==> config.mk <==
export PLATFORM = sky130hd
export DESIGN_NAME = fetch_stage
export DESIGN_NICKNAME = d
export VERILOG_FILES = /design/src/rtl/fetch_stage_pkg.sv /design/src/rtl/fetch_stage.sv
export SDC_FILE = /design/constraint.sdc
export NUM_CORES = 1
export LEC_CHECK = 0
export ABC_AREA = 1
export CORE_ASPECT_RATIO = 1.25
export CORE_MARGIN = 3
export CORE_UTILIZATION = 45
export DETAILED_ROUTE_END_ITERATION = 6
export PLACE_DENSITY_LB_ADDON = 0.25
export SYNTH_ARGS = -nofsm -noshare
export SYNTH_HDL_FRONTEND = slang
export SYNTH_SLANG_ARGS = --single-unit
==> constraint.sdc <==
create_clock -name clk -period 1.6 [get_ports clk]
set_input_delay 0.32 -clock clk [delete_from_list [all_inputs] [get_ports clk]]
set_output_delay 0.32 -clock clk [all_outputs]
set_load 0.02 [all_outputs]
==> src/rtl/fetch_stage_pkg.sv <==
// Shared CPU front-end definitions: fetch FSM states, reset vector and NOP encoding.
package fetch_stage_pkg;

    typedef enum logic [1:0] {
        FS_REQ  = 2'd0,
        FS_WAIT = 2'd1,
        FS_HOLD = 2'd2
    } fetch_state_e;

    localparam logic [31:0] RESET_PC_DEFAULT = 32'hBFC0_0000;
    localparam logic [31:0] NOP_INST         = 32'h0000_0000;
    localparam logic [31:0] PC_STEP          = 32'h0000_0004;

    function automatic logic [31:0] seq_pc(input logic [31:0] pc);
        return pc + PC_STEP;
    endfunction

    function automatic logic misaligned(input logic [31:0] addr);
        return (addr[1:0] != 2'b00);
    endfunction

endpackage

==> src/rtl/fetch_stage.sv <==
// Instruction fetch stage with one outstanding request, delay-slot branch redirect and flush.
// Define FETCH_ADDR_ERR_EN to deliver misaligned-PC faults through the IF/ID register.
module fetch_stage
    import fetch_stage_pkg::*;
#(
    parameter logic [31:0] RESET_PC = RESET_PC_DEFAULT
) (
    input  logic        clk,
    input  logic        rst,
    input  logic        stall,
    input  logic        branch_taken,
    input  logic [31:0] branch_target,
    input  logic        flush,
    input  logic [31:0] flush_pc,
    output logic        inst_req,
    output logic [31:0] inst_addr,
    input  logic        inst_addr_ok,
    input  logic        inst_data_ok,
    input  logic [31:0] inst_rdata,
    output logic        id_valid,
    output logic [31:0] id_pc,
    output logic [31:0] id_inst
`ifdef FETCH_ADDR_ERR_EN
    ,
    output logic        fetch_addr_err
`endif
);

    fetch_state_e state_r, state_s;
    logic [31:0]  pc_r, pc_s;
    logic         redirect_r, redirect_s;
    logic [31:0]  target_r, target_s;
    logic         discard_r, discard_s;
    logic [31:0]  hold_inst_r, hold_inst_s;
    logic         id_valid_r, id_valid_s;
    logic [31:0]  id_pc_r, id_pc_s;
    logic [31:0]  id_inst_r, id_inst_s;
    logic         inst_req_r, inst_req_s;
    logic [31:0]  inst_addr_r, inst_addr_s;
    logic         deliver_s;
    logic [31:0]  deliver_inst_s;
    logic         taken_s;
    logic         accept_s;
`ifdef FETCH_ADDR_ERR_EN
    logic         id_err_r, id_err_s;
    logic         deliver_err_s;
`endif

    // Next-state, PC and IF/ID register computation
    always_comb begin
        state_s        = state_r;
        pc_s           = pc_r;
        redirect_s     = redirect_r;
        target_s       = target_r;
        discard_s      = discard_r;
        hold_inst_s    = hold_inst_r;
        id_valid_s     = id_valid_r;
        id_pc_s        = id_pc_r;
        id_inst_s      = id_inst_r;
        deliver_s      = 1'b0;
        deliver_inst_s = NOP_INST;
`ifdef FETCH_ADDR_ERR_EN
        id_err_s       = id_err_r;
        deliver_err_s  = 1'b0;
`endif
        taken_s  = branch_taken & ~stall;
        accept_s = inst_req_r & inst_addr_ok;

        if (flush) begin
            pc_s        = flush_pc;
            redirect_s  = 1'b0;
            hold_inst_s = NOP_INST;
            id_valid_s  = 1'b0;
`ifdef FETCH_ADDR_ERR_EN
            id_err_s    = 1'b0;
`endif
            // A request accepted this very cycle still owes a response, so it must be discarded.
            case (state_r)
                FS_REQ: begin
                    state_s   = accept_s ? FS_WAIT : FS_REQ;
                    discard_s = accept_s;
                end
                FS_WAIT: begin
                    state_s   = inst_data_ok ? FS_REQ : FS_WAIT;
                    discard_s = ~inst_data_ok;
                end
                default: begin
                    state_s   = FS_REQ;
                    discard_s = 1'b0;
                end
            endcase
        end else begin
            case (state_r)
                FS_REQ: begin
`ifdef FETCH_ADDR_ERR_EN
                    if (misaligned(pc_r)) begin
                        deliver_s     = ~stall;
                        deliver_err_s = 1'b1;
                    end else if (accept_s) begin
                        state_s = FS_WAIT;
                    end else begin
                        state_s = FS_REQ;
                    end
`else
                    if (accept_s) begin
                        state_s = FS_WAIT;
                    end else begin
                        state_s = FS_REQ;
                    end
`endif
                end
                FS_WAIT: begin
                    if (!inst_data_ok) begin
                        state_s = FS_WAIT;
                    end else if (discard_r) begin
                        state_s   = FS_REQ;
                        discard_s = 1'b0;
                    end else if (stall) begin
                        state_s     = FS_HOLD;
                        hold_inst_s = inst_rdata;
                    end else begin
                        deliver_s      = 1'b1;
                        deliver_inst_s = inst_rdata;
                    end
                end
                FS_HOLD: begin
                    if (stall) begin
                        state_s = FS_HOLD;
                    end else begin
                        deliver_s      = 1'b1;
                        deliver_inst_s = hold_inst_r;
                        hold_inst_s    = NOP_INST;
                    end
                end
                default: begin
                    state_s = FS_REQ;
                end
            endcase

            // A delivered word is the delay slot of any pending or same-cycle branch.
            if (deliver_s) begin
                state_s    = FS_REQ;
                id_valid_s = 1'b1;
                id_pc_s    = pc_r;
                id_inst_s  = deliver_inst_s;
                redirect_s = 1'b0;
`ifdef FETCH_ADDR_ERR_EN
                id_err_s   = deliver_err_s;
`endif
                if (taken_s) begin
                    pc_s = branch_target;
                end else if (redirect_r) begin
                    pc_s = target_r;
                end else begin
                    pc_s = seq_pc(pc_r);
                end
            end else if (!stall) begin
                id_valid_s = 1'b0;
`ifdef FETCH_ADDR_ERR_EN
                id_err_s   = 1'b0;
`endif
                if (taken_s) begin
                    redirect_s = 1'b1;
                    target_s   = branch_target;
                end else begin
                    redirect_s = redirect_r;
                    target_s   = target_r;
                end
            end else begin
                id_valid_s = id_valid_r;
            end
        end
    end

    // Memory request for the cycle after this one, derived from the next state
    always_comb begin
        inst_req_s  = 1'b0;
        inst_addr_s = pc_s;
`ifdef FETCH_ADDR_ERR_EN
        if ((state_s == FS_REQ) && !misaligned(pc_s)) begin
            inst_req_s = 1'b1;
        end else begin
            inst_req_s = 1'b0;
        end
`else
        inst_addr_s = {pc_s[31:2], 2'b00};
        if (state_s == FS_REQ) begin
            inst_req_s = 1'b1;
        end else begin
            inst_req_s = 1'b0;
        end
`endif
    end

    // State, IF/ID and request registers
    always_ff @(posedge clk) begin
        if (rst) begin
            state_r     <= FS_REQ;
            pc_r        <= RESET_PC;
            redirect_r  <= 1'b0;
            target_r    <= 32'h0000_0000;
            discard_r   <= 1'b0;
            hold_inst_r <= NOP_INST;
            id_valid_r  <= 1'b0;
            id_pc_r     <= 32'h0000_0000;
            id_inst_r   <= 32'h0000_0000;
            inst_req_r  <= 1'b0;
            inst_addr_r <= RESET_PC;
`ifdef FETCH_ADDR_ERR_EN
            id_err_r    <= 1'b0;
`endif
        end else begin
            state_r     <= state_s;
            pc_r        <= pc_s;
            redirect_r  <= redirect_s;
            target_r    <= target_s;
            discard_r   <= discard_s;
            hold_inst_r <= hold_inst_s;
            id_valid_r  <= id_valid_s;
            id_pc_r     <= id_pc_s;
            id_inst_r   <= id_inst_s;
            inst_req_r  <= inst_req_s;
            inst_addr_r <= inst_addr_s;
`ifdef FETCH_ADDR_ERR_EN
            id_err_r    <= id_err_s;
`endif
        end
    end

    assign inst_req  = inst_req_r;
    assign inst_addr = inst_addr_r;
    assign id_valid  = id_valid_r;
    assign id_pc     = id_pc_r;
    assign id_inst   = id_inst_r;
`ifdef FETCH_ADDR_ERR_EN
    assign fetch_addr_err = id_err_r;
`endif

endmodule

==> Yosys cells after proc, flatten, opt, wreduce, memory -nomap -nowiden <==
Index checks and enable logic that the tools add are counted.
{ "op_classes": {"n_reduce_logical": 13, "muxes": 35, "eq_ne": 7, "n_addsub": 1, "n_bitwise": 6} }
{ "op_table": {"columns": ["operator", "n"], "rows": [
  ["$mux 32", 12],
  ["$pmux 32 s2", 2],
  ["$add 32x3->32 const B", 1],
  ["$mux 1", 12],
  ["$mux 2", 5],
  ["$ne 2x2->1 const B", 4],
  ["$reduce_bool 2->1", 4],
  ["$pmux 1 s2", 3],
  ["$pmux 2 s3", 1],
  ["$reduce_and 2->1", 3],
  ["$reduce_and 5->1", 1],
  ["$logic_not 2->1", 2],
  ["$not 1->1", 4],
  ["$reduce_and 4->1", 1],
  ["$reduce_or 3->1", 1],
  ["$and 1x1->1", 2],
  ["$eq 2x1->1 const B", 1],
  ["$eq 2x2->1 const B", 1],
  ["$ne 2x1->1 const B", 1],
  ["$reduce_or 2->1", 1]
]} }
{ "totals": {"elab_cells": 74, "inputBits": 103, "output_inout_bits": 98, "register_bits": 168} }

==> Depth between registers and ports, before layout <==
Gate-level depths: netlist of run 1.
{ "depth": {"ltp_word": 9, "mapped_depth": 13, "mapped_depth_nobuf": 13} }

==> Least setup slack after synthesis of run 1 <==
Ideal clock, no wire load.
{ "synth_path": {"path_type": "flip-flop to flip-flop", "startpoint": "register state_r[1]", "endpoint": "register pc_r[30]", "arrival_ns": 1.623, "synth_period_minus_slack_ns": 1.750, "setup_ns": 0.128, "required_ns": 1.472, "path_slack_ns": -0.150, "n_path_buf": 1, "path_stages_with_launch": 13, "path_cell_list": "dfxtp_1 inv_1 ha_1 nand2_1 nor2_2 nor2_2 nor3_4 nor2_4 inv_2 buf_2 o21ai_0 a21oi_1 nor2_1"} }
{ "synth_via": {"elab_chain_cells": 5, "word_cells_on_any_way": 6, "cone_classes": "eq/ne: 2; mux: 4"} }
{ "synth_rtl": {"columns": ["element", "line_no", "rtl"], "rows": [
  ["start, declared", "fetch_stage.sv:29", "fetch_state_e state_r, state_s;"],
  ["start signal, assigned", "fetch_stage.sv:213", "state_r <= state_s;"],
  ["$eq 2x2->1 or $eq 2x1->1 (tied branches)", "fetch_stage.sv:93", "case (state_r)"],
  ["$pmux 1 s2 (*)", "fetch_stage.sv:93", null],
  ["$mux 1 (*)", "fetch_stage.sv:69", "if (flush) begin"],
  ["$mux 32 (*)", "fetch_stage.sv:141", "if (deliver_s) begin"],
  ["$mux 32 (*)", "fetch_stage.sv:69", null],
  ["end signal, assigned", "fetch_stage.sv:214", "pc_r <= pc_s;"],
  ["end, declared", "fetch_stage.sv:30", "logic [31:0] pc_r, pc_s;"]
]} }
Mark *: on every way between the ends. The rest lies on a longest branch, timed or not. The select of a mux whose other input is x is not followed.
A chain may end at the register's enable or synchronous reset.

==> Worst setup path after layout of run 1 <==
{ "layout_path": {"startpoint": "register state_r[1]", "endpoint": "register id_inst_r[14] (netlist: id_inst[14])"} }
{ "layout_via": {"elab_chain_cells": 4, "word_cells_on_any_way": 6, "cone_classes": "eq/ne: 2; mux: 3; reduce/logical: 1"} }
{ "layout_rtl": {"columns": ["element", "line_no", "rtl"], "rows": [
  ["$eq 2x2->1 or $eq 2x1->1 (tied branches)", "fetch_stage.sv:93", null],
  ["$pmux 1 s2", "fetch_stage.sv:93", null],
  ["$mux 1", "fetch_stage.sv:69", null],
  ["$reduce_and 2->1 (no line)", null, null],
  ["end signal, assigned", "fetch_stage.sv:221", "id_inst_r <= id_inst_s;"],
  ["end, declared", "fetch_stage.sv:37", "logic [31:0] id_inst_r, id_inst_s;"]
]} }
Parallel ways exist; a longest one is shown, timed or not. The select of a mux whose other input is x is not followed.

==> impl_metrics.ini, run 1 <==
[route]
drt_iter0_drc = 548
via_per_inst = 5.35
wirelength_um = 30600
ant_nets = 0
num_vias = 9239
dr.pass1.iters = 5
drc = 0
wl_per_cell_um = 17.7

[clock_network]
postCtsHoldBufs = 0
clk_path_buf_depth = 2
cts_max_level = 4
cts_tree = yes
clk_latency_ns = 0.44
clk_pin_slew_ns = 0.07
numCtsBuffers = 17
cts_sinks = 166
cts_root_buf = clkbuf_16

[floorplan]
ios = 201
design.core.area_um2 = 17700
die_w_um = 127
die_h_um = 157
start_util_pct = 46.6
dieArea_um2 = 20000
core.rowCount = 54

[placed_design]
routabilityCongestion = 0.917
placed_area_um2 = 11000
hpwl_um = 19400
portBuffers = 198

[power]
p_leak_uw = 0.00568
peakVddDrop_mv = 0.664
p_per_area_nw_per_um2 = 797

[logic_synthesis]
synth.avg_cell_area_um2 = 6.75
ys_top_cells_by_count = nand2_1 (218), inv_1 (178), nor2_1 (173)
yosys.area.top_type = dfxtp_1
synth_top_area_share_pct = 40.3
syn-cell-area_um2 = 8250
yosys.area_share.adder_pct = 0.910
synthMuxAreaShare_pct = 0
synthCells = 1223
ys_types = 37
synth_top_cells_by_area = dfxtp_1 (40%), nand2_1 (9.9%), inv_1 (8.1%), nor2_1 (7.9%), o22ai_1 (6.2%)
synth_edf_count = 0
async_flop_share_pct = 0
synth_top_family_by_area = simple AND/OR/NAND/NOR gates
synthSimpleGateAreaFrac_pct = 23.7
synth_compound_area_share_pct = 19.1
ys.warnings.count = 0
yosysMostFrequentCell = nand2_1
yosysSeqAreaShare_pct = 40.3
synth_xor_area_share_pct = 0.849
synth-seq-cells = 166
ys.flop_type = dfxtp_1

[critical_path]
crit_required_ns = 1.96
crit_type = flop to flop
path_buf_inv = 5
cp_common_cell = inv_4
crit_slowest_cell = dfxtp_2
crit_family = simple AND/OR/NAND/NOR gates
cp-start-kind = flop
crit_fanout = 8
worst_setup_path_end_kind = flop
critPathMaxStageDelay_ns = 0.35
path_cells = inv_4 -> buf_6 -> ha_4 -> inv_4 -> nor3_4 -> nand2_4 -> clkinv_8 -> buf_16 -> o21ai_0 -> nor2_1
cp.arrival_ns = 2.32

[sta]
setup_violations = 163
fin_crit_sh_pct = 122
maxSlewHeadroom_pct = 54.4
post-route-min-period_ns = 1.96
finClkSkew_ns = 0.00900
setup_slack_ns = -0.357
fmax_mhz = 511
rsz0062_at_grt = yes
worstMarginPinSlew_ns = 0.684
hold_viol_final = 0
slew_viol_final = 0

[final_layout]
nNetsFinal = 1599
fin_util_pct = 72.9
drive_gt1_share_pct = 23.8
design_area_um2 = 12900
area_growth_pct = 56.4
n_antenna_cell = 0

[global_route]
antenna_found_initial = 1
overflow = 0
grt_pass1_wl_um = 44600
grt_max_degree = 57
grt_usage_pct = 27.9
grt_pass1_vias = 8849

[run_status]
violations = setup timing
status = finished, violations left

[worst_hold_path]
hold_class = input port to flop

[flow_run]
cap_violations = 0
[state kept, by name, indices dropped and copies added, names as in the netlist]
name and flops:
discard_r 1, hold_inst_r 32, id_inst 32, id_pc 32, id_valid 1, inst_req 1
pc_r 32, redirect_r 1, state_r 2, target_r 32
[final timing paths]
path | startpoint | to | slack, ns | depth (start not counted)
max | state_r[1] | id_inst[14] | -0.36 | 10
min | rst | id_inst[26] | 0.23 | 4
max reg2reg | state_r[1] | id_inst[14] | -0.36 | 10
min reg2reg | target_r[29] | target_r[29] | 0.46 | 2
[timing repair]
action                                  CTS  global route
gates cloned                             10             9
pin swaps                                17            46
resized for setup                       218           166
buffers inserted                         16             5
endpoints found under the setup margin  259           176
[metrics by stage]
| step | setup TNS [ns] | total power [uW] | worst slack, ns | hold WS [ns] | instances |
|---|---|---|---|---|---|
| after floorplan | -5.00 | 5210 | -0.0810 | 0.430 | 1224 |
| after global placement | -67.86 | 5910 | -0.574 | 0.436 | 1659 |
| after detailed placement | -76.47 | 5930 | -0.584 | 0.448 | 1659 |
| after CTS | -27.40 | 10200 | -0.229 | 0.223 | 1717 |
| after global routing | -48.91 | 10600 | -0.435 | 0.240 | 1727 |
| final | -36.62 | 10300 | -0.357 | 0.234 | 1727 |
[power breakdown]
group / switching (uW) / internal [uW] / total, uW / leakage, uW
clock: 1920 / 2210 / 4130 / 0.000282
sequential: 90.7 / 4250 / 4340 / 0.00135
combinational: 958 / 857 / 1810 / 0.00405
total: 2970 / 7320 / 10300 / 0.00568
[area by class of cell]
class / instances / area (um^2)
Sequential cell: 166 / 3340
Fill cell: 1411 / 4800
Clock inverter: 15 / 163
Clock buffer: 17 / 425
Timing Repair inverter: 1 / 8.76
Timing Repair Buffer: 347 / 3570
Tap cell: 224 / 280
Inverter: 181 / 714
Multi-Input combinational cell: 776 / 4400
[cell usage in the layout (no fill, tap or decap), drive strengths merged]
master / count
o22ai: 82
conb: 2
a21oi: 87
and2: 2
nand3b: 2
a31oi: 5
or2: 6
clkinvlp: 2
a221oi: 1
a21boi: 1
nand2: 221
o211ai: 7
xnor2: 4
nor3: 7
buf: 143
inv: 187
nand3: 60
clkdlybuf4s15: 10
nor2: 177
o221ai: 1
bufinv: 1
clkbuf: 34
clkinv: 7
xor2: 4
dfxtp: 166
nand4: 5
o21ai: 86
ha: 6
o2111ai: 8
a211oi: 1
o31ai: 1
dlygate4sd2: 76
clkdlybuf4s50: 101
[worst reg2reg max path, stage by stage (launching register included)]
cell	delay, ns
dfxtp_2	0.35
inv_4	0.05
buf_6	0.11
ha_4	0.26
inv_4	0.03
nor3_4	0.30
nand2_4	0.20
clkinv_8	0.16
buf_16	0.15
o21ai_0	0.12
nor2_1	0.16
[metal layers]
layer / wire [um] / GRT usage, % / part of all wire, % / up-vias
met2: 15300 / 49.5 / 50 / 377
met5: 13 / 0 / 0.043 / -
met1: 11500 / 31.4 / 38 / 4286
met4: 1680 / 14.6 / 5.5 / 2
li1: - / - / - / 4467
met3: 2010 / 5.94 / 6.6 / 107
[cells by family after synthesis]
group | count (synthesis)
and+or+nand+nor | 480
buffers and inverters | 282
AOI/OAI and AO/OA | 280
DFF | 166
xor gates and xnor gates | 8
adders and majority gates | 6
other | 1
No activity file was read; power rests on OpenSTA's default activity.
==> run 2, diff against run 1 <==
- CORE_MARGIN: 3 -> not set
- CORE_UTILIZATION: 45 -> 58
- DONT_BUFFER_PORTS: not set -> 1
==> run 2 against run 1 <==
Compared with the run above:
- the flow finishes with violations (DRC, setup timing)
- worst hold slack worse by 0.23 ns
- final area shrank 15%
- non-clock buffer count fell by 201
- largest power group unchanged
==> impl_metrics.ini, run 2 (synthesized netlist as in run 1, its figures left out) <==
[critical_path]
cp_common_cell = inv_4
cp.arrival_ns = 2.18
crit_slowest_cell = dfxtp_2
crit_fanout = 6
critPathMaxStageDelay_ns = 0.35
crit_required_ns = 1.92
crit_family = buffers and inverters
path_buf_inv = 7
worst_setup_path_end_kind = flop
cp-start-kind = flop
crit_type = flop to flop
path_cells = inv_4 -> buf_6 -> ha_4 -> inv_2 -> nor3_4 -> nor2_4 -> inv_4 -> buf_12 -> buf_8 -> nand3_2 -> o211ai_1 -> inv_1

[floorplan]
dieArea_um2 = 14700
die_w_um = 109
die_h_um = 135
core.rowCount = 48
ios = 201
start_util_pct = 59.5
design.core.area_um2 = 13900

[placed_design]
hpwl_um = 17700
routabilityCongestion = 0.974
post-place-ws_ns = -0.177
portBuffers = 0

[power]
p_leak_uw = 0.00461
peakVddDrop_mv = 0.671
pwr-share-comb_pct = 14.6
switching_power_uw = 2770
seqPwrFrac_pct = 43.3
p_per_area_nw_per_um2 = 913
p_sw_share_pct = 27.5
p_clk_share_pct = 42.1
power.internal_uw = 7290

[sta]
fmax_mhz = 540
setup_slack_ns = -0.252
hold_viol_final = 0
post-route-min-period_ns = 1.85
fin_crit_sh_pct = 116
rsz0062_at_grt = yes
setup_violations = 160
slew_viol_final = 0
finClkSkew_ns = 0.0149

[global_route]
grt_usage_pct = 34.9
grt_pass1_vias = 7889
grt_pass1_wl_um = 39000
overflow = 0
antenna_found_initial = 1
grt_max_degree = 55

[route]
drt_iter0_drc = 642
via_per_inst = 5.92
num_vias = 8755
wirelength_um = 29300
drc = 27
wl_per_cell_um = 19.8
ant_nets = 0
dr.pass1.iters = 7

[final_layout]
mostFrequentLayoutCells = nand2_1 (198), inv_1 (170), dfxtp_1 (150)
nNetsFinal = 1398
drive_gt1_share_pct = 26.3
area_growth_pct = 33.5
fin_util_pct = 79.4
layout_commonest_cell = nand2_1

[clock_network]
cts_sinks = 166
cts_max_level = 4
cts_tree = yes
numCtsBuffers = 17
clk_pin_slew_ns = 0.07
cts_root_buf = clkbuf_16
clk_path_buf_depth = 2
clk_latency_ns = 0.44

[flow_run]
cap_violations = 0

[run_status]
status = finished, violations left
violations = DRC, setup timing

[worst_hold_path]
hold_class = input port to flop
run 2: power groups by stage:
stage                     Clock [uW]  Combinational, uW  Sequential (uW)
final                           4230               1470             4350
after global routing            4400               1550             4360
after CTS                       4270               1170             4340
after detailed placement           0               1100             4430
after global placement             0               1080             4430
after floorplan                    0                791             4420
run 2: timing repair:
item / in CTS / in global routing
hold endpoints to repair: 54 / 0
pin swaps: 4 / 24
buffers inserted: 7 / 11
resized for setup: 66 / 207
hold buffers: 1 / 0
cloned: 0 / 17
setup endpoints to repair: 163 / 163
run 2: final cells by class:
type,count,area [um^2]
Tap cell,175,219
Fill cell,938,2860
Sequential cell,166,3350
Antenna cell,1,2.50
Clock buffer,20,467
Timing Repair Buffer,146,1720
Inverter,181,707
Timing Repair inverter,1,8.76
Clock inverter,12,141
Multi-Input combinational cell,776,4400
run 2: final timing paths:
| kind | cells after the start | startpoint | slack [ns] | endpoint |
|---|---|---|---|---|
| max | 12 | state_r[1] | -0.25 | pc_r[5] |
| min | 2 | rst | 0.005 | pc_r[23] |
| max reg2reg | 12 | state_r[1] | -0.25 | pc_r[5] |
| min reg2reg | 2 | target_r[0] | 0.46 | target_r[0] |
run 2: layer usage:
metal / vias up / track usage [%] / share of wire, %
met5: - / 0 / 0
met4: 0 / 24.5 / 7.1
met3: 135 / 11.2 / 9.1
met2: 500 / 57.7 / 50
met1: 4059 / 37.3 / 34
li1: 4061 / - / -
run 2: through the flow:
stage	instance area, um^2	setup TNS, ns	total power, uW	hold WS, ns	std cells
floorplan	8350	-5.00	5210	0.430	1224
global route	11000	-33.42	10300	0.00764	1478
finish	11000	-24.53	10100	0.00455	1478
CTS	9840	-14.50	9770	0.00407	1450
detailed placement	9000	-15.45	5520	0.396	1410
global placement	9000	-10.44	5510	0.394	1410
==> run 3, diff against run 2 <==
- SETUP_SLACK_MARGIN: not set -> 0.5
==> run 3 against run 2 <==
Compared with the run above:
- the run ends with DRC, hold timing, setup timing left
- core utilization rose by 3.5 points
- critical path depth grew 1
- count of clock-buffer cells in the layout increased by 1
- largest power group is now the clock network
==> impl_metrics.ini, run 3 (synthesized netlist as in run 1, its figures left out) <==
[final_layout]
drive_gt1_share_pct = 32.2
fin_util_pct = 82.8
regArea_um2 = 3410
mostFrequentLayoutCells = nand2_1 (180), inv_1 (171), dfxtp_1 (134)
nNetsFinal = 1404
area_growth_pct = 39.3
multi_input_area_um2 = 4620
layout_commonest_cell = nand2_1
fillCellCount = 814

[sta]
hold_viol_final = 54
setup_slack_ns = -0.391
slew_viol_final = 0
rsz0062_at_grt = yes
post-route-min-period_ns = 1.99
whs_ns = -0.0739
setup_tns_ns = -38.40
fmax_mhz = 502
fin_crit_sh_pct = 124
setup_violations = 163
finClkSkew_ns = 0.0130

[route]
ant_nets = 0
wirelength_um = 33200
dr.pass1.iters = 7
highest_layer = met4
drt_iter0_drc = 1133
wl_met3_um = 3860
num_vias = 9332
wl_met1_um = 10700
via_per_inst = 6.28
wl_per_cell_um = 22.4
route.met2.wl_um = 15400
drc = 5

[floorplan]
die_w_um = 109
design.core.area_um2 = 13900
dieArea_um2 = 14700
core.rowCount = 48
die_h_um = 135
start_util_pct = 59.5
ios = 201

[power]
p_leak_uw = 0.00485
peakVddDrop_mv = 0.817
p_sw_share_pct = 27.5
seqPwrFrac_pct = 42.2
p_clk_share_pct = 43.4
pwr-share-comb_pct = 14.4
power.internal_uw = 7490
switching_power_uw = 2840
p_per_area_nw_per_um2 = 899

[global_route]
grt_usage_pct = 35.9
overflow = 0
antenna_found_initial = 2
grt_pass1_vias = 7900
grt_max_degree = 58
grt_pass1_wl_um = 40300

[clock_network]
clk_path_buf_depth = 2
clk_latency_ns = 0.45
numCtsBuffers = 17
cts_max_level = 4
cts_tree = yes
cts_root_buf = clkbuf_16
cts_sinks = 166
clk_pin_slew_ns = 0.07

[placed_design]
routabilityCongestion = 0.934
hpwl_um = 17700
portBuffers = 0

[flow_run]
cap_violations = 0

[critical_path]
crit_required_ns = 1.95
worst_setup_path_end_kind = flop
cp-start-kind = flop
crit_fanout = 5
cp.arrival_ns = 2.34
crit_type = flop to flop

[run_status]
status = finished, violations left
violations = DRC, hold timing, setup timing

[worst_hold_path]
hold_class = input port to flop
run 3: cell count changes in the layout (fill, tap and decap cells not counted), sizes merged:
cell and delta:
clkbuf -1, inv -5, clkinv +1, bufinv +2
diode +1, clkinvlp +2, buf +7
run 3: through the flow:
stage          worst slack, ns  instances  area (um^2)  power, uW  hold slack [ns]
3_5_place_dp            -0.231       1402         8950       5520            0.397
6_report                -0.391       1485        11500      10300          -0.0739
5_1_grt                 -0.402       1484        11500      10500          -0.0770
3_3_place_gp            -0.168       1402         8950       5500            0.394
2_1_floorplan          -0.0770       1224         8450       5230            0.431
4_1_cts                 -0.260       1452        10000       9920          -0.0556
run 3: critical path: stages (launching register included):
cell        delay (ns)
dfxtp_2           0.36
inv_4             0.04
ha_4              0.16
nand2_4           0.07
nor2_4            0.04
nor2_4            0.14
nor3_4            0.07
buf_6             0.11
nor2_4            0.12
buf_4             0.17
clkinvlp_4        0.15
o21ai_1           0.18
inv_1             0.07
a21oi_1           0.20
run 3: routing by layer:
layer | global-route usage, % | vias up
li1 | - | 4073
met1 | 39.6 | 4287
met2 | 59.0 | 696
met3 | 10.0 | 276
met4 | 25.2 | 0
met5 | 0 | -
run 3: layout make-up:
cell class              count  share of cell area (%)
well taps                 175                    1.91
repair inverters            2                   0.207
clock buffers              21                    3.92
repair buffers            151                    16.3
multi-input cells         776                    40.2
inverters                 181                    6.25
flip-flops and latches    166                    29.7
diodes                      2                  0.0435
clock inverters            11                    1.51
run 3: path summary, 6_finish.rpt:
path,depth (start not counted),slack [ns],startpoint,to
worst max-delay path,13,-0.39,state_r[1],pc_r[15]
worst min-delay path,1,-0.07,rst,id_pc[4]
worst max register to register,13,-0.39,state_r[1],pc_r[15]
worst min register to register,2,0.46,pc_r[0],pc_r[0]
run 3: power groups by stage:
stage	Sequential, uW	Clock, uW	Combinational [uW]
2_1_floorplan	4420	0	814
3_3_place_gp	4430	0	1070
3_5_place_dp	4430	0	1090
4_1_cts	4340	4400	1180
5_1_grt	4360	4610	1560
6_report	4360	4490	1480
run 3: repair_timing:
action | in CTS | in global routing
pin swaps | 15 | 38
endpoints found under the setup margin | 262 | 262
buffers inserted | 13 | 16
endpoints found under the hold margin | 52 | 52
gates cloned | 5 | 15
resized for setup | 76 | 330
==> variant 1: new RTL, flow settings as in run 1 <==
The 3 states of `fetch_state_e` get a one-hot encoding in 3 bits.
--- a/src/rtl/fetch_stage_pkg.sv
+++ b/src/rtl/fetch_stage_pkg.sv
@@ -2,8 +2,8 @@
 package fetch_stage_pkg;
 
-    typedef enum logic [1:0] {
-        FS_REQ  = 2'd0,
-        FS_WAIT = 2'd1,
-        FS_HOLD = 2'd2
+    typedef enum logic [2:0] {
+        FS_REQ  = 3'b001,
+        FS_WAIT = 3'b010,
+        FS_HOLD = 3'b100
     } fetch_state_e;
 
Function: no difference found for any inputs over 4 cycles, from zero or initial values and one cycle with rst high; so few cycles prove little.
==> variant 1 against run 1 <==
- the run still ends with negative setup slack left
- sequential power barely moved
- area after synthesis down 0.82%
- setup slack gained 0.30 ns
- core utilization increased by 0.92 points
- power down 1.1%
- routed wire length rose by 1.7%
- sequential cell count rose by 1
- design area grew 0.87%
- hold slack improved by 0.14 ns
- largest cell class unchanged
- highest routed layer is now met4
==> variant 1: results (changes against run 1) <==
[status]
status=finished, violations left
violations=negative setup slack

[layout]
fin_area_um2=13020  ; +0.87%
num_antenna_cells=1  ; +1
clock_area_share_pct=4.690  ; +0.13 points
drive_gt1_share_pct=27.31  ; +3.6 points
clockBufferCount=19  ; +2
final_nets=1585  ; -0.88%
n_all_buffers=360  ; +3.7%
buf_share_pct=27.68  ; about the same
fillerInstances=1349  ; -4.4%
seq_cells=167  ; +0.60%
seq_share_pct=25.98  ; +0.12 points
inv_count=187  ; +2.7%
multi_input_cells=748  ; -3.6%
multi_input_area_share_pct=33.84  ; -0.28 points

[critical_path]
slowest_delay_ns=0.36
critPathMaxFanout=3  ; -5
r2r-start=pc_r[6]$_SDFFE_PP0P_
arrival_ns=1.98  ; -0.34 ns
crit_family=simple AND/OR/NAND/NOR gates
r2r_cells=12  ; +2

[yosys]
synth-compound-area-share_pct=20.64  ; +1.5 points
synth.avg_cell_area_um2=6.802  ; +0.83%
yosysSeqAreaShare_pct=40.86  ; +0.58 points
synth_area_leaders=dfxtp_1 41%, nand2_1 9.6%, inv_1 8.3%
yosys.area_share.adder_pct=0.1529  ; -0.76 points
synth_xor_area_share_pct=0.8563  ; +0.0070 points

[power_and_ir_drop]
p_clk_uw=4320  ; +5%
swShare_pct=27.49  ; -1.4 points
vdd_drop_max_v=0.0007348  ; +11%
finalPower_uw=10170  ; -1.1%
powerSeq_uw=4350  ; about the same

[timing]
fin_skew_ns=0.008986  ; -0.00001457 ns
setup_ws_ns=-0.05258  ; +0.3040 ns
setup_tns_ns=-0.3675  ; +36.26 ns
final-setup-viol-count=21  ; -87%

[clocking]
post_cts_resized=166  ; -24%

[min_path]
min_path_cells=3  ; -1

[placement]
place_hpwl_mm=19.87  ; +2.3%
pre_cts_ws_ns=-0.3429  ; +0.2414 ns
placed_area_um2=11050  ; +0.12%

[global_routing]
grt_pass1_wl_mm=44.37  ; -0.51%
grtUsageTotal_pct=27.94  ; about the same
grt_pass1_vias=8557  ; -3.3%
antenna_found_initial=0  ; -1
grt_start_max_net_pins=44  ; -23%

[detailed_routing]
wire_per_inst_um=18.10  ; +2.2%
post_drt_via_cell_ratio=5.451  ; +1.9%
dr.pass1.iters=7  ; +2
wl_mm=31.11  ; +1.7%
drtIter0Drc=879  ; +60%

[floorplanning]
core_um2=17630  ; -0.38%

==> variant 1: changes by cell type in the layout (fill, tap and decap cells not counted), moves of 15 or more <==
cell / change
a21oi_2: +16
nand2_1: -26
nor2_1: -64
nor2_2: +15
o22ai_1: +20
o22ai_2: -15
==> variant 1: per-layer routing <==
| layer | wire length, um | global-route usage (%) | up-vias |
|---|---|---|---|
| li1 | - | - | 4465 |
| met5 | 0 | 0 | - |
| met2 | 15660 | 47.73 | 429 |
| met3 | 2278 | 5.224 | 108 |
| met1 | 11730 | 34.18 | 4368 |
| met4 | 1445 | 12.67 | 0 |
==> variant 1: worst paths after layout <==
path                                                   to  slack [ns]
worst max-delay path                pc_r[20]$_SDFFE_PP0P_       -0.05
worst min-delay path            target_r[25]$_SDFFE_PP0P_        0.38
worst max register to register      pc_r[20]$_SDFFE_PP0P_       -0.05
worst min register to register   target_r[4]$_SDFFE_PP0P_        0.45
==> variant 2: new RTL, flow settings as in run 1 <==
Made on the original files. Build with the macro `FETCH_ADDR_ERR_EN` defined.
--- a/src/rtl/fetch_stage.sv
+++ b/src/rtl/fetch_stage.sv
@@ -1,4 +1,6 @@
 // Instruction fetch stage with one outstanding request, delay-slot branch redirect and flush.
 // Define FETCH_ADDR_ERR_EN to deliver misaligned-PC faults through the IF/ID register.
+`define FETCH_ADDR_ERR_EN
+
 module fetch_stage
     import fetch_stage_pkg::*;
Check against the original RTL (old outputs only; new: fetch_addr_err): not equivalent (a bounded check fails within 4 cycles, from zero or initial values and one cycle with rst high).
==> variant 2 against run 1 <==
- largest power group unchanged
- design area up 10%
- global-route usage is 7.1 points higher
- sequential cell count increased by 1
- area after synthesis is 1.0% higher
- the flow still finishes with violations (negative setup slack)
- routed wire length increased by 31%
- setup slack gained 0.042 ns
- power rose by 9.7%
==> variant 2: results (changes against run 1) <==
[status]
status=finished, violations left
violations=negative setup slack

[layout]
fillerInstances=1207  ; -14%
multi_input_cells=854  ; +10%
inv_count=162  ; -11%
clock_area_share_pct=3.927  ; -0.63 points
clockBufferCount=18  ; +1
multi_input_area_share_pct=36.83  ; +2.7 points
seq_share_pct=23.70  ; -2.2 points
buf_share_pct=28.78  ; +1.1 points
area_growth_pct=70.85
n_all_buffers=380  ; +9.5%
drive_gt1_share_pct=30.34  ; +6.6 points

[clocking]
post_cts_resized=361  ; +66%
worstSkewPairLatency_ns=0.45
cts_setup_buffers=23  ; +7

[global_routing]
grt_util_met2_pct=62.51  ; +13 points
antenna_found_initial=0  ; -1
grtUsageTotal_pct=34.98  ; +7.1 points
grt_pass1_wl_mm=54.76  ; +23%
grt_start_max_net_pins=41  ; -28%
met3_usage_pct=6.919  ; +0.98 points
gr-usage-met1_pct=35.92  ; +4.5 points

[placement]
place_hpwl_mm=22.57  ; +16%
placed_area_um2=11450  ; +3.7%
io_buffers=201  ; +1.5%
gp_congestion=1.002  ; +9.2%
pre_cts_ws_ns=-0.4356  ; +0.1488 ns

[power_and_ir_drop]
vdd_drop_max_v=0.0007060  ; +6.3%
p_int_uw=7626  ; +4.2%
leakage_uw=0.005988  ; +5.4%
combinationalPowerShare_pct=24.5  ; +6.9 points
power_density_nw_per_um2=792.4  ; -0.56%
clkPwrFrac_pct=35.8  ; -4.4 points

[timing]
worst_slew_pin_slew_ns=0.4586  ; -0.2254 ns
fin_skew_ns=0.01291  ; +0.003910 ns
setup_tns_ns=-31.06  ; +5.568 ns
worst_hold_slack_ns=0.2414  ; +0.007816 ns
final-setup-viol-count=166  ; +1.8%
setup_ws_ns=-0.3151  ; +0.04152 ns

[critical_path]
r2r-end=id_inst[1]$_SDFFE_PP0P_
arrival_ns=2.29  ; -0.03 ns
r2r-start=state_r[0]$_SDFF_PP0_
r2r_cells=11  ; +1
crit_family=buffers and inverters
critPathMaxFanout=10  ; +2
slowest_stage=dfxtp_4
slowest_delay_ns=0.40  ; +0.05 ns

[detailed_routing]
met3_length_mm=3.128  ; +56%
wl_mm=40.07  ; +31%
vias=10800  ; +17%
topRoutingLayerUsed=met4
wl_met1_mm=13.02  ; +13%

[yosys]
yosysSeqAreaShare_pct=40.11  ; -0.17 points
synthCells=1263  ; +3.3%

[floorplanning]
core_um2=18170  ; +2.6%
die_area_um2=20200  ; +0.99%

variant 2: worst max path at each step:
stage | depth (start not counted) | from | to | slack [ns]
4_1_cts | 11 | state_r[0]$_SDFF_PP0_ | id_inst[0]$_SDFFE_PP0P_ | -0.20
2_1_floorplan | 12 | state_r[0]$_SDFF_PP0_ | inst_addr[2]$_SDFFE_PP0P_ | 0.008
6_report | 11 | state_r[0]$_SDFF_PP0_ | id_inst[1]$_SDFFE_PP0P_ | -0.32
3_3_place_gp | 10 | inst_data_ok | inst_req$_SDFF_PP0_ | -0.37
5_1_grt | 12 | inst_addr[2]$_SDFFE_PP0P_ | inst_addr[26]$_SDFFE_PP1P_ | -0.35
3_5_place_dp | 9 | stall | hold_inst_r[20]$_SDFFE_PP0P_ | -0.44
variant 2: cell families after synthesis:
logic type | count (synthesis) | share of synthesized area (%)
compound gates | 296 | 19.24
simple gates | 548 | 27.41
fa+ha+maj | 6 | 0.9006
xor+xnor | 4 | 0.4203
buf+inv | 242 | 11.92
flops | 167 | 40.11
